--- src/rtl/imem_loader.sv ---
// imem_loader: boot-time instruction memory writer.
// Accepts a length-prefixed little-endian byte stream, writes one 32-bit word
// per WRITE cycle, then pulses boot_pulse_o and releases the core.
// Optional build macro IMEM_LOADER_CHECKSUM_EN adds a trailing modulo-256
// checksum byte that is verified in the CHK state before booting.
//
// state   | meaning
// --------+-----------------------------------------------------------
// IDLE    | after reset, core held, waiting for start
// LEN_LO  | waiting for low length byte
// LEN_HI  | waiting for high length byte, range-checks the length
// DATA    | collecting bytes into the current word
// WRITE   | one-cycle instruction memory write strobe
// CHK     | (checksum build only) waiting for the trailer byte
// BOOT    | one-cycle boot pulse, core loads PC from pc_init
// RUN     | load complete, core released
// ERR     | frame rejected, core held
module imem_loader #(
    parameter int          DEPTH_WORDS = 1024,
    parameter logic [31:0] BOOT_ADDR   = 32'h0000_0000
) (
    input  logic        clk_i,
    input  logic        rst_i,
    input  logic        start_i,
    input  logic [7:0]  byte_in_i,
    input  logic        byte_valid_i,
    output logic        byte_ready_o,
    output logic        im_we_o,
    output logic [31:0] im_addr_o,
    output logic [31:0] im_wdata_o,
    output logic        core_hold_o,
    output logic        boot_pulse_o,
    output logic [31:0] pc_init_o,
    output logic        done_o,
    output logic        error_o
);

    localparam logic [31:0] DEPTH_U = 32'(DEPTH_WORDS);

    typedef enum logic [3:0] {
        S_IDLE   = 4'd0,
        S_LEN_LO = 4'd1,
        S_LEN_HI = 4'd2,
        S_DATA   = 4'd3,
        S_WRITE  = 4'd4,
        S_BOOT   = 4'd5,
        S_RUN    = 4'd6,
`ifdef IMEM_LOADER_CHECKSUM_EN
        S_CHK    = 4'd8,
`endif
        S_ERR    = 4'd7
    } state_t;

    state_t      state_q, state_d;
    logic [15:0] len_q, len_d;
    logic [15:0] word_idx_q, word_idx_d;
    logic [1:0]  lane_q, lane_d;
    logic [31:0] wdata_q, wdata_d;
    logic [15:0] len_full;
    logic        byte_fire;
`ifdef IMEM_LOADER_CHECKSUM_EN
    logic [7:0]  sum_q, sum_d;
`endif

    // Handshake: a byte moves only when both sides agree on this edge.
    assign byte_fire = byte_valid_i & byte_ready_o;

    // State and datapath registers; reset leaves the core held in IDLE.
    always_ff @(posedge clk_i or posedge rst_i) begin
        if (rst_i) begin
            state_q    <= S_IDLE;
            len_q      <= 16'd0;
            word_idx_q <= 16'd0;
            lane_q     <= 2'd0;
            wdata_q    <= 32'd0;
`ifdef IMEM_LOADER_CHECKSUM_EN
            sum_q      <= 8'd0;
`endif
        end else begin
            state_q    <= state_d;
            len_q      <= len_d;
            word_idx_q <= word_idx_d;
            lane_q     <= lane_d;
            wdata_q    <= wdata_d;
`ifdef IMEM_LOADER_CHECKSUM_EN
            sum_q      <= sum_d;
`endif
        end
    end

    // Next-state and datapath update for the load sequence.
    always_comb begin
        state_d    = state_q;
        len_d      = len_q;
        word_idx_d = word_idx_q;
        lane_d     = lane_q;
        wdata_d    = wdata_q;
        len_full   = {byte_in_i, len_q[7:0]};
`ifdef IMEM_LOADER_CHECKSUM_EN
        sum_d      = sum_q;
`endif
        case (state_q)
            S_IDLE, S_RUN, S_ERR: begin
                // Restart is only honoured outside an active frame.
                if (start_i) begin
                    state_d    = S_LEN_LO;
                    word_idx_d = 16'd0;
                    lane_d     = 2'd0;
`ifdef IMEM_LOADER_CHECKSUM_EN
                    sum_d      = 8'd0;
`endif
                end
            end
            S_LEN_LO: begin
                if (byte_fire) begin
                    len_d[7:0] = byte_in_i;
                    state_d    = S_LEN_HI;
                end
            end
            S_LEN_HI: begin
                if (byte_fire) begin
                    len_d = len_full;
                    if ((len_full == 16'd0) || ({16'd0, len_full} > DEPTH_U)) begin
                        state_d = S_ERR;
                    end else begin
                        state_d    = S_DATA;
                        word_idx_d = 16'd0;
                        lane_d     = 2'd0;
                    end
                end
            end
            S_DATA: begin
                if (byte_fire) begin
                    wdata_d[{lane_q, 3'b000} +: 8] = byte_in_i;
                    lane_d = lane_q + 2'd1;
`ifdef IMEM_LOADER_CHECKSUM_EN
                    sum_d  = sum_q + byte_in_i;
`endif
                    if (lane_q == 2'd3) begin
                        state_d = S_WRITE;
                    end
                end
            end
            S_WRITE: begin
                word_idx_d = word_idx_q + 16'd1;
                lane_d     = 2'd0;
                if ((word_idx_q + 16'd1) == len_q) begin
`ifdef IMEM_LOADER_CHECKSUM_EN
                    state_d = S_CHK;
`else
                    state_d = S_BOOT;
`endif
                end else begin
                    state_d = S_DATA;
                end
            end
`ifdef IMEM_LOADER_CHECKSUM_EN
            S_CHK: begin
                if (byte_fire) begin
                    state_d = (byte_in_i == sum_q) ? S_BOOT : S_ERR;
                end
            end
`endif
            S_BOOT: begin
                state_d = S_RUN;
            end
            default: begin
                state_d = S_IDLE;
            end
        endcase
    end

    // Outputs decode from the registered state so reset clears them at once.
    always_comb begin
        byte_ready_o = 1'b0;
        case (state_q)
            S_LEN_LO, S_LEN_HI, S_DATA: byte_ready_o = 1'b1;
`ifdef IMEM_LOADER_CHECKSUM_EN
            S_CHK:                      byte_ready_o = 1'b1;
`endif
            default:                    byte_ready_o = 1'b0;
        endcase
        im_we_o      = (state_q == S_WRITE);
        im_addr_o    = BOOT_ADDR + {14'd0, word_idx_q, 2'b00};
        im_wdata_o   = wdata_q;
        core_hold_o  = (state_q != S_RUN);
        boot_pulse_o = (state_q == S_BOOT);
        done_o       = (state_q == S_RUN);
        error_o      = (state_q == S_ERR);
        pc_init_o    = BOOT_ADDR;
    end

endmodule

--- config.mk ---
export PLATFORM = sky130hd
export DESIGN_NAME = imem_loader
export DESIGN_NICKNAME = d
export VERILOG_FILES = /design/src/rtl/imem_loader.sv
export SDC_FILE = /design/constraint.sdc
export NUM_CORES = 1
export LEC_CHECK = 0
export ABC_AREA = 1
export CORE_ASPECT_RATIO = 0.75
export CORE_MARGIN = 2
export CORE_UTILIZATION = 45
export CTS_CLUSTER_DIAMETER = 100
export DETAILED_ROUTE_END_ITERATION = 8
export PLACE_DENSITY = 0.78
export SLEW_MARGIN = 10
export SYNTH_ARGS = -nofsm -noshare
export SYNTH_HDL_FRONTEND = slang
export SYNTH_SLANG_ARGS = --single-unit
--- constraint.sdc ---
create_clock -name clk_i -period 2.7 [get_ports clk_i]
set_input_delay 0.27 -clock clk_i [delete_from_list [all_inputs] [get_ports clk_i]]
set_output_delay 0.27 -clock clk_i [all_outputs]
set_load 0.03 [all_outputs]
== Word-level counts from Yosys, hierarchy flattened ==
Index checks and enable logic that the tools add are counted.

* Register bits: 70
* Memory bits (read-only): 0
* Latch bits: 0
* Logic and storage cells: 64
* Memory bits (writable): 0
* Memories kept: 0
* Input port bits: 12
* Output and inout bits: 102

* $add $sub $neg: 3
* Multiply operators: 0
* Reductions and logical operators: 13
* $lt $le $gt $ge: 1
* Equal/unequal tests: 16
* Muxes and demuxes: 21
* Bitwise gates (word level): 2
* Shifts and indexed selects: 2
* Divide/modulo/power cells: 0

{| class="wikitable"
|+ Operators with widths
! kind !! count
|-
| $mux W16 || 3
|-
| $pmux W16 S3 || 1
|-
| $bwmux W32 || 1
|-
| $shift A8 B7 Y32 const A || 1
|-
| $shiftx A8 B7 Y32 || 1
|-
| $pmux W4 S6 || 1
|-
| $mux W4 || 5
|-
| $add A16 B1 Y16 const B || 1
|-
| $eq A16 B16 Y1 || 1
|-
| $eq A4 B3 Y1 const B || 4
|-
| $gt A16 B11 Y1 const B || 1
|-
| $logic_not A16 Y1 || 1
|-
| $pmux W8 S2 || 1
|-
| $ne A2 B2 Y1 const B || 6
|-
| $reduce_and A5 Y1 || 2
|-
| $eq A4 B2 Y1 const B || 2
|-
| $mux W2 || 4
|-
| $mux W8 || 1
|-
| $pmux W2 S4 || 1
|-
| $neg A5 Y7 || 1
|-
| $mux W3 || 2
|-
| $reduce_or A3 Y1 || 2
|-
| $eq A4 B1 Y1 const B || 1
|-
| $logic_not A4 Y1 || 1
|-
| other kinds (12) || 13
|}

== Depth between registers and ports, before layout ==
Gate-level depths: netlist of run 1.

* Depth after elaboration: 6
* Mapped depth: 16
* Gate-level depth less buffers: 16

== Worst setup path before layout of run 1 ==
No wires, ideal clock.

* Path type: reg-to-reg
* From: register lane_q[0]
* To: register wdata_q[0], in the netlist im_wdata_o[0]
* Path buffers: 2
* Setup slack: 0.573 ns
* Stages on the path, launching flop included: 8
* Clock period less this slack: 2.127 ns
* Arrival: 2.049 ns
* Setup time: 0.077 ns
* Required time: 2.623 ns
* Cells stage by stage: dfrtp_1 clkbuf_1 inv_1 ha_1 clkbuf_1 nor3_1 nand2_1 a21oi_1

* Cells in the longest elaborated chain, start to end: 3
* Elaborated cells on any way between the ends: 4
* Classes of those cells: 1 x add/sub; 2 x shift; 1 x mux

{| class="wikitable"
|+ Ends and longest elaborated chain
! item !! RTL line !! RTL
|-
| start, declared || 57 || <nowiki>logic [1:0] lane_q, lane_d;</nowiki>
|-
| start signal, assigned || 83 || <nowiki>lane_q <= lane_d;</nowiki>
|-
| $neg A5 Y7 (*) || 134 || <nowiki>wdata_d[{lane_q, 3'b000} +: 8] = byte_in_i;</nowiki>
|-
| $shiftx A8 B7 Y32 / $shift A8 B7 Y32 (equally long branches) || 134 ||
|-
| $bwmux W32 (*) || 134 ||
|-
| end signal, assigned || 84 || <nowiki>wdata_q <= wdata_d;</nowiki>
|-
| end, declared || 58 || <nowiki>logic [31:0] wdata_q, wdata_d;</nowiki>
|}

Every way passes the cells marked *; elsewhere a longest branch is shown, timed or not.
A chain may end at the register's enable or synchronous reset.

== Worst setup path after layout of run 1 ==
* From: register state_q[0]
* To: output port im_we_o

* Cells in the longest elaborated chain, start to end: 1

{| class="wikitable"
|+ Ends and longest elaborated chain
! item !! RTL line !! RTL
|-
| start, declared || 54 || <nowiki>state_t state_q, state_d;</nowiki>
|-
| start signal, assigned || 80 || <nowiki>state_q <= state_d;</nowiki>
|-
| $eq A4 B3 Y1 || 183 || <nowiki>im_we_o = (state_q == S_WRITE);</nowiki>
|-
| end, declared || 28 || <nowiki>output logic im_we_o,</nowiki>
|}

Every way passes these cells.

==> metrics.md, run 1 <==
| Metric | Value |
|---|---|
| CP Capture Type | output pin |
| Pint | 2.85 mW |
| Routed len/inst | 14.2 microns |
| H-tree depth | 3 |
| Minimum clock period | 2.36 ns |
| Row count | 31 |
| # diodes | 0 |
| Mux share of post-synthesis cell area | 0 |
| Final Skew | 0.00756 ns |
| Synth Area in Adders | 0.0227 |
| Final setup vio count | 0 |
| Synth Flop Type | dfrtp_1 |
| Clock buffer count from CTS | 9 |
| Initial antenna violation count | 0 |
| XOR/XNOR share of the synthesized area | 0.00397 |
| Initial core utilization | 0.461 |
| DRC Markers | 0 |
| IO buf count | 65 |
| Status | complete, no violations |
| Seq/Total Area, Yosys | 0.391 |
| GRT Resource Usage Total | 0.220 |
| Clk_lat worst skew | 0.33 ns |
| Max FO, Critical Path | 16 |
| Die area | 0.0106 sq mm |
| Critical Path Source Type | register |
| Total core area | 0.00958 sq mm |
| Vias in the first global route | 3937 |
| Remaining Overflow, GRT | 0 |
| R2r startpoint | lane_q[1] |
| Die W | 118 microns |
| DRT iter0 DRCs | 377 |
| Cell depth of the worst flop-to-flop path | 6 |
| Fraction of layout cells with a size suffix above 1 | 0.0616 |
| Fraction of registers with async set or reset after synthesis | 1.00 |
| Flop2flop setup slack | 0.40 ns |
| Seq cells post-synth | 69 |
| Total Wirelength | 11800 microns |
| Routed vias/inst | 5.18 |
| Area contributors post-synth | dfrtp_1 (39%), nand2_1 (16%), buf_4 (8.7%) |
| Fin Hold WS | 0.238 ns |
| CP Class | reg -> out |
| Layout area overhead | 22.2% |
| CTS resizes | 0 |
| Clock transition at path regs | 0.06 ns |
| Setup Buffers After CTS | 0 |
| Die H | 89.8 microns |
| Final hold vios | 0 |
| Most frequent cell after synthesis | nand2_1 |
| Synth area leader | dfrtp_1 |
| Final slew viol count | 0 |
| Worst Setup SP | state_q[0] |
| List of most frequent post-synthesis cells | nand2_1 (183), dfrtp_1 (69), nor2_1 (66) |
| Setup TNS | 0 ns |
| Switching power | 1.91 mW |
| Largest net degree at the start of global routing | 56 |
| Gpl congestion | 0.906 |
| Leakage | 2.66 nW |
| Syn Std Cell Area | 0.00441 sq mm |
| Filler Cell Count | 880 |
| Arrival time worst endpoint | 2.09 ns |
| Via count | 4296 |
| Achievable Freq | 423 MHz |
| RSZ-0062 raised after global routing | false |
| Sequential power share | 0.310 |
| Min setup slack post-route | 0.336 ns |
| Clk pwr share | 0.305 |
| Final HPWL DP | 8710 microns |
| Largest family of logic cells by synthesized area | simple AND/OR/NAND/NOR gates |
| WP data required | 2.43 ns |
| Worst-Margin Slew | 0.599 ns |
| CTS Hold Bufs | 0 |
| CTS tree | built |
| Yosys warns | 0 |
| Slew margin rel. | 0.600 |
| Tcrit/Tclk final | 0.875 |
| Buffer depth of the longest clock path | 2 |
| Sw Share | 0.402 |
| Mean Syn Cell Area | 7.04 sq um |
| Post-route ant nets | 0 |
| Critical Path End | im_we_o |
| P per Cell Area | 883 mW/mm^2 |
| Clock sinks | 69 |
| I/O pin cnt | 114 |
| R2R Path End | im_wdata_o[20] |
| CTS root buf | clkbuf_16 |
| Cells after Synth | 627 |
| Library cells used by synthesis | 31 |
| Comb power frac | 0.385 |
| Pre-antenna DRT Iters | 5 |
| VDD IR max | 0.000520 V |
| Fin cells | 830 |
| First-pass GRT wire length | 19100 microns |
| Maxcap violations | 0 |
| Nets@finish | 714 |
| Post-synth EDFFs | 0 |
| Place WS | 0.371 ns |
| HP Class | in -> async |
| Post-Synth Simple-Gate Area | 0.329 |
| Compound-cell area share of the yosys netlist | 0.0944 |
| Inst Count DP | 815 |
| Synth top area share | 0.391 |
[routing by layer]
| metal | routed length, microns | vias up | track usage |
|---|---|---|---|
| met5 | 0 | - | 0 |
| met4 | 153 | 0 | 0.0592 |
| met3 | 993 | 17 | 0.0438 |
| met2 | 5400 | 232 | 0.348 |
| met1 | 5270 | 2001 | 0.309 |
| li1 | - | 2046 | - |
[cells in the final DEF (no fill, tap or decap), drive strengths merged]
master	netlist	routed
xnor2	1	1
nor2	73	73
o21ai	60	60
nand3b	1	1
conb	1	48
clkbuf	9	9
clkinvlp	0	1
buf	53	6
clkdlybuf4s50	0	65
nor4	2	2
or2	2	2
nor3	5	5
ha	8	8
nand3	43	43
nand2	184	184
inv	68	68
a21oi	18	18
dfrtp	69	69
o21bai	1	1
nand4	27	27
xor2	1	1
bufinv	0	4
clkinv	1	2
[worst min-delay path by stage]
stage                     end
2_1_floorplan   im_wdata_o[0]
3_5_place_dp   im_wdata_o[18]
6_report           state_q[2]
3_3_place_gp   im_wdata_o[16]
5_1_grt            state_q[1]
4_1_cts            state_q[2]
[cell families after synthesis]
logic type,after synthesis
DFF,69
adders and majority gates,8
and+or+nand+nor,337
AOI/OAI and AO/OA,79
other,1
buffers and inverters,131
xor gates and xnor gates,2
[registers in the layout, indices dropped and copies added, names as in the netlist]
signal	cells
im_wdata_o	32
len_q	16
word_idx_q	16
state_q	3
lane_q	2
[critical path, cell delays in order, from the launching register on]
cell             delay (ns)
dfrtp_1                0.42
nor2_1                 0.23
nand2_1                0.08
buf_4                  0.21
inv_2                  0.13
clkdlybuf4s50_1        0.69
[through the flow]
stage                     instance area (sq um)  utilization  power, mW
after floorplan                            4590            -       2.81
after detailed placement                   5030        0.525       3.27
after global placement                     5030        0.525       3.22
after global routing                       5390        0.563       5.00
final                                      5390        0.563       4.76
after CTS                                  5390        0.563       4.73
[power groups by stage]
stage	combinational, mW	clock (mW)	sequential, mW
after global routing	2.01	1.49	1.50
after global placement	1.74	0	1.47
after floorplan	1.24	0	1.56
after detailed placement	1.79	0	1.48
final	1.83	1.45	1.47
after CTS	1.81	1.45	1.47
[cell type report]
type	instances	area, sq um	area share
clock buffers	9	225	0.0418
clock inverters	6	136	0.0253
multi-input cells	474	2170	0.402
repair buffers	71	708	0.131
flip-flops and latches	69	1730	0.320
well taps	132	165	0.0306
inverters	69	262	0.0485
No activity file was read; power rests on OpenSTA's default activity.
==> inputs of run 2 (changes only) <==
- CELL_PAD_IN_SITES_DETAIL_PLACEMENT: unset -> 0
- CELL_PAD_IN_SITES_GLOBAL_PLACEMENT: unset -> 1
- CORE_UTILIZATION: 45 -> 35
- CTS_BUF_LIST: unset -> sky130_fd_sc_hd__clkbuf_16
- PLACE_DENSITY: 0.78 -> 0.84
==> metrics.md, run 2 (same netlist as run 1, synthesis figures left out) <==
| Metric | Value |
|---|---|
| Status | complete, no violations |
| Routed vias/inst | 4.76 (-8.0%) |
| HP Class | in -> async |
| Fraction of layout cells with a size suffix above 1 | 0.0629 (+0.00134) |
| Final instance area | 0.00540 sq mm (+0.23%) |
| Gpl congestion | 0.868 (-4.2%) |
| Remaining Overflow, GRT | 0 (unchanged) |
| Final slew viol count | 0 (unchanged) |
| P per Cell Area | 851 mW/mm^2 (-3.6%) |
| Achievable Freq | 439 MHz (+3.7%) |
| Tcrit/Tclk final | 0.844 (-0.0315) |
| Placed cell area | 0.00507 sq mm (+0.85%) |
| H-tree depth | 3 (unchanged) |
| Total core area | 0.0123 sq mm (+28%) |
| I/O pin cnt | 114 (unchanged) |
| Die H | 101 microns (+13%) |
| Max reg flops | 32 (unchanged) |
| DRT iter0 DRCs | 293 (-22%) |
| Clock buffer count from CTS | 9 (unchanged) |
| Die area | 0.0135 sq mm (+27%) |
| Die W | 134 microns (+13%) |
| Slew margin rel. | 0.591 (-0.00914) |
| VDD IR max | 0.000435 V (-16%) |
| Clock sinks | 69 (unchanged) |
| Buffer depth of the longest clock path | 2 (unchanged) |
| Setup Buffers After CTS | 0 (unchanged) |
| Initial antenna violation count | 0 (unchanged) |
| CTS tree | built |
| Total Wirelength | 11700 microns (-0.58%) |
| Minimum clock period | 2.28 ns (-0.0850 ns) |
| Worst-Margin Slew | 0.612 ns (+0.0137 ns) |
| Fin Hold WS | 0.329 ns (+0.0914 ns) |
| Fin util | 0.439 (-0.124) |
| CTS Hold Bufs | 0 (unchanged) |
| WP data required | 2.95 ns (+0.52 ns) |
| Post-route ant nets | 0 (unchanged) |
| Largest net degree at the start of global routing | 70 (+25%) |
| Routed len/inst | 13.6 microns (-4.6%) |
| Filler Cell Count | 1253 (+42%) |
| First-pass GRT wire length | 19300 microns (+0.98%) |
| CTS resizes | 0 (unchanged) |
| Initial core utilization | 0.359 (-0.102) |
| IO buf count | 65 (unchanged) |
| Commonest cells after routing, fill and taps aside | nand2_1 (183), dfrtp_1 (69), nor2_1 (66) |
| CTS root buf | clkbuf_16 |
| Nets@finish | 714 (unchanged) |
| Final HPWL DP | 8910 microns (+2.3%) |
| RSZ-0062 raised after global routing | false |
| Clock transition at path regs | 0.07 ns (about the same) |
| Most common cell after layout, fill and taps aside | nand2_1 |
| Critical Path Source Type | register |
| Pre-antenna DRT Iters | 5 (unchanged) |
| Max FO, Critical Path | 11 (-5) |
| DRC Markers | 0 (unchanged) |
| GRT Resource Usage Total | 0.179 (-0.0414) |
| Arrival time worst endpoint | 2.53 ns (+0.44 ns) |
| Setup TNS | 0 ns (unchanged) |
| Row count | 35 (+13%) |
| Via count | 4120 (-4.1%) |
| CP Class | reg -> reg |
| Vias in the first global route | 3785 (-3.9%) |
| Final setup vio count | 0 (unchanged) |
| Final Skew | 0.00809 ns (+0.000534 ns) |
| Maxcap violations | 0 (unchanged) |
| Final hold vios | 0 (unchanged) |
| # diodes | 0 (unchanged) |
| Cell depth of the worst flop-to-flop path | 6 (unchanged) |
| Clk_lat worst skew | 0.33 ns (about the same) |
| CP Capture Type | register |
| Layout area overhead | 22.5% |
| Leakage | 2.65 nW (-0.35%) |
run 2: power by group:
part | total, mW | switching (mW) | internal (mW)
registers | 1.47 | 0.220 | 1.25
logic | 1.81 | 1.20 | 0.608
clock network | 1.32 | 0.499 | 0.826
total | 4.60 | 1.92 | 2.68
run 2: final timing paths:
kind                                startpoint        endpoint  slack (ns)
worst max-delay path                 lane_q[1]  im_wdata_o[20]        0.42
worst min-delay path                     rst_i   im_wdata_o[1]        0.33
worst max register to register       lane_q[1]  im_wdata_o[20]        0.42
worst min register to register  im_wdata_o[15]  im_wdata_o[15]        0.51
max in group asynchronous                rst_i  im_wdata_o[10]        2.05
min in group clk_i              im_wdata_o[15]  im_wdata_o[15]        0.51
run 2: layout make-up:
cell class | instances | area, sq um | area share
clock buffer | 9 | 225 | 0.0417
clock inverter | 7 | 106 | 0.0197
inverter | 69 | 262 | 0.0484
multi-input combinational | 474 | 2170 | 0.401
sequential | 69 | 1730 | 0.320
tap | 166 | 208 | 0.0384
timing repair buffer | 71 | 708 | 0.131
run 2: metrics by stage:
| stage | std cells | setup slack (ns) | power, mW |
|---|---|---|---|
| after floorplan | 674 | 0.573 | 2.81 |
| after global placement | 849 | 0.484 | 3.26 |
| after detailed placement | 849 | 0.385 | 3.28 |
| after CTS | 865 | 0.448 | 4.63 |
| after global routing | 865 | 0.140 | 4.92 |
| final | 865 | 0.421 | 4.60 |
run 2: metal layers:
layer	vias up	track usage	share of wire
li1	2059	-	-
met1	1919	0.261	0.49
met2	133	0.278	0.44
met3	9	0.0315	0.068
met4	0	0.0442	0.0077
met5	-	0	0
run 2: critical path, stage by stage, from the launching register on:
cell      delay [ns]
dfrtp_1         0.42
inv_1           0.11
ha_1            0.51
clkinv_1        0.34
nor2_1          0.52
nand3_1         0.14
a21oi_1         0.17
==> inputs of run 3 (changes only) <==
- clock period: 2.7 -> 2.2 ns (I/O delays scaled with it)
==> metrics.md, run 3 (same netlist as run 1, synthesis figures left out) <==
| Metric | Value |
|---|---|
| Status | complete, no violations |
| First-pass GRT wire length | 19400 microns (+0.53%) |
| Maxcap violations | 0 (unchanged) |
| DRC Markers | 0 (unchanged) |
| Min setup slack post-route | 0.213 ns (-0.209 ns) |
| CTS Hold Bufs | 0 (unchanged) |
| Minimum clock period | 1.99 ns |
| Final HPWL DP | 9050 microns (+1.5%) |
| Flop2flop setup slack | 0.27 ns (-0.15 ns) |
| Critical Path Source Type | register |
| Die area | 0.0135 sq mm (unchanged) |
| Clock sinks | 69 (unchanged) |
| Total core area | 0.0123 sq mm (unchanged) |
| Buffer depth of the longest clock path | 2 (unchanged) |
| Final hold vios | 0 (unchanged) |
| R2r startpoint | word_idx_q[0] |
| RSZ-0062 raised after global routing | false |
| Place WS | 0.0568 ns (-0.329 ns) |
| VDD IR max | 0.000612 V (+40%) |
| Crit path largest cell delay | 0.66 ns (+0.14 ns) |
| Clock transition at path regs | 0.06 ns (about the same) |
| Final setup vio count | 0 (unchanged) |
| CP Capture Type | output pin |
| Inst Count DP | 859 (+1.2%) |
| Row count | 35 (unchanged) |
| Commonest cells after routing, fill and taps aside | nand2_1 (183), dfrtp_1 (65), clkdlybuf4s50_1 (64) |
| Pre-antenna DRT Iters | 6 (+1) |
| Most common cell after layout, fill and taps aside | nand2_1 |
| Max FO, Critical Path | 6 (-5) |
| DRT iter0 DRCs | 223 (-24%) |
| Die W | 134 microns (unchanged) |
| Filler Cell Count | 1244 (-0.72%) |
| HP Class | in -> async |
| Crit-path most repeated cell | inv_1 |
| Achievable Freq | 503 MHz |
| Initial antenna violation count | 0 (unchanged) |
| Remaining Overflow, GRT | 0 (unchanged) |
| CTS root buf | clkbuf_16 |
| CTS tree | built |
| Vias in the first global route | 3890 (+2.8%) |
| GRT Resource Usage Total | 0.180 (+0.00141) |
| Clock buffer count from CTS | 9 (unchanged) |
| I/O pin cnt | 114 (unchanged) |
| Fraction of layout cells with a size suffix above 1 | 0.0940 (+0.0310) |
| # diodes | 0 (unchanged) |
| Die H | 101 microns (unchanged) |
| Post-route ant nets | 0 (unchanged) |
| Nets@finish | 728 (+2.0%) |
| P per Cell Area | 1020 mW/mm^2 (+20%) |
| Arrival time worst endpoint | 1.77 ns (-0.76 ns) |
| Routed vias/inst | 4.82 (+1.1%) |
| Total Wirelength | 11800 microns (+0.27%) |
| H-tree depth | 3 (unchanged) |
| Gpl congestion | 0.896 (+3.2%) |
| R2R Path End | state_q[1] |
| Final Skew | 0.00958 ns (+0.00149 ns) |
| CP Class | reg -> out |
| Max reg flops | 32 (unchanged) |
| Tcrit/Tclk final | 0.903 |
| WP data required | 1.98 ns (-0.97 ns) |
| Layout area overhead | 25.0% |
| Slew margin rel. | 0.628 (+0.0368) |
| Setup TNS | 0 ns (unchanged) |
| Leakage | 2.72 nW (+2.7%) |
| Clk_lat worst skew | 0.33 ns (about the same) |
| Crit-path cells | inv_1 > nor2_1 > nand2_1 > inv_1 > clkdlybuf4s50_1 |
| Fin util | 0.448 (+0.00905) |
| Worst-Margin Slew | 0.556 ns (-0.0566 ns) |
| Largest net degree at the start of global routing | 70 (unchanged) |
| Critical-path top delay cell | clkdlybuf4s50_1 |
| Initial core utilization | 0.359 (unchanged) |
| Via count | 4233 (+2.7%) |
| Final slew viol count | 0 (unchanged) |
| IO buf count | 65 (unchanged) |
| Cell depth of the worst flop-to-flop path | 16 (+10) |
| Routed len/inst | 13.4 microns (-1.3%) |
| Fin cells | 879 (+1.6%) |
run 3: stage by stage:
| stage | area, sq um | hold WS [ns] | power [mW] |
|---|---|---|---|
| final | 5520 | 0.281 | 5.64 |
| after global routing | 5520 | 0.329 | 6.04 |
| after global placement | 5160 | 0.497 | 4.10 |
| after floorplan | 4590 | 0.362 | 3.44 |
| after detailed placement | 5160 | 0.494 | 4.13 |
| after CTS | 5460 | 0.307 | 5.66 |
run 3: power by group:
part | internal (mW) | switching [mW] | total [mW]
registers | 1.53 | 0.256 | 1.79
logic | 0.823 | 1.53 | 2.35
clock network | 0.892 | 0.609 | 1.50
run 3: timing repair:
action                                  4_1_cts  5_1_grt
buffers inserted                              0        4
endpoints found under the setup margin        0        3
gates resized for setup                       0       10
run 3: final cells by class:
cell class	count	area, sq um	area share
inverters	69	262	0.0474
clock buffers	9	225	0.0408
well taps	166	208	0.0377
repair buffers	85	828	0.150
multi-input cells	474	2180	0.396
flip-flops and latches	69	1730	0.314
clock inverters	7	77.6	0.0141
run 3: worst max-delay path, delay by kind of cell (launching register included):
family / cells / cell delay [ns]
buffers and inverters: 3 / 0.79
DFF: 1 / 0.43
and+or+nand+nor: 2 / 0.22
run 3: layer usage:
metal,vias to the layer above,track usage,wire (microns)
met5,-,0,0
met4,0,0.0434,65
met3,4,0.0400,733
met2,144,0.278,5250
met1,2008,0.260,5730
li1,2077,-,-
run 3: worst max-delay path by stage:
stage / start / end
finish: state_q[1] / done_o
CTS: state_q[1] / im_we_o
global placement: byte_in_i[5] / word_idx_q[2]
global route: word_idx_q[1] / state_q[1]
detailed placement: byte_in_i[5] / word_idx_q[14]
floorplan: lane_q[0] / im_wdata_o[0]
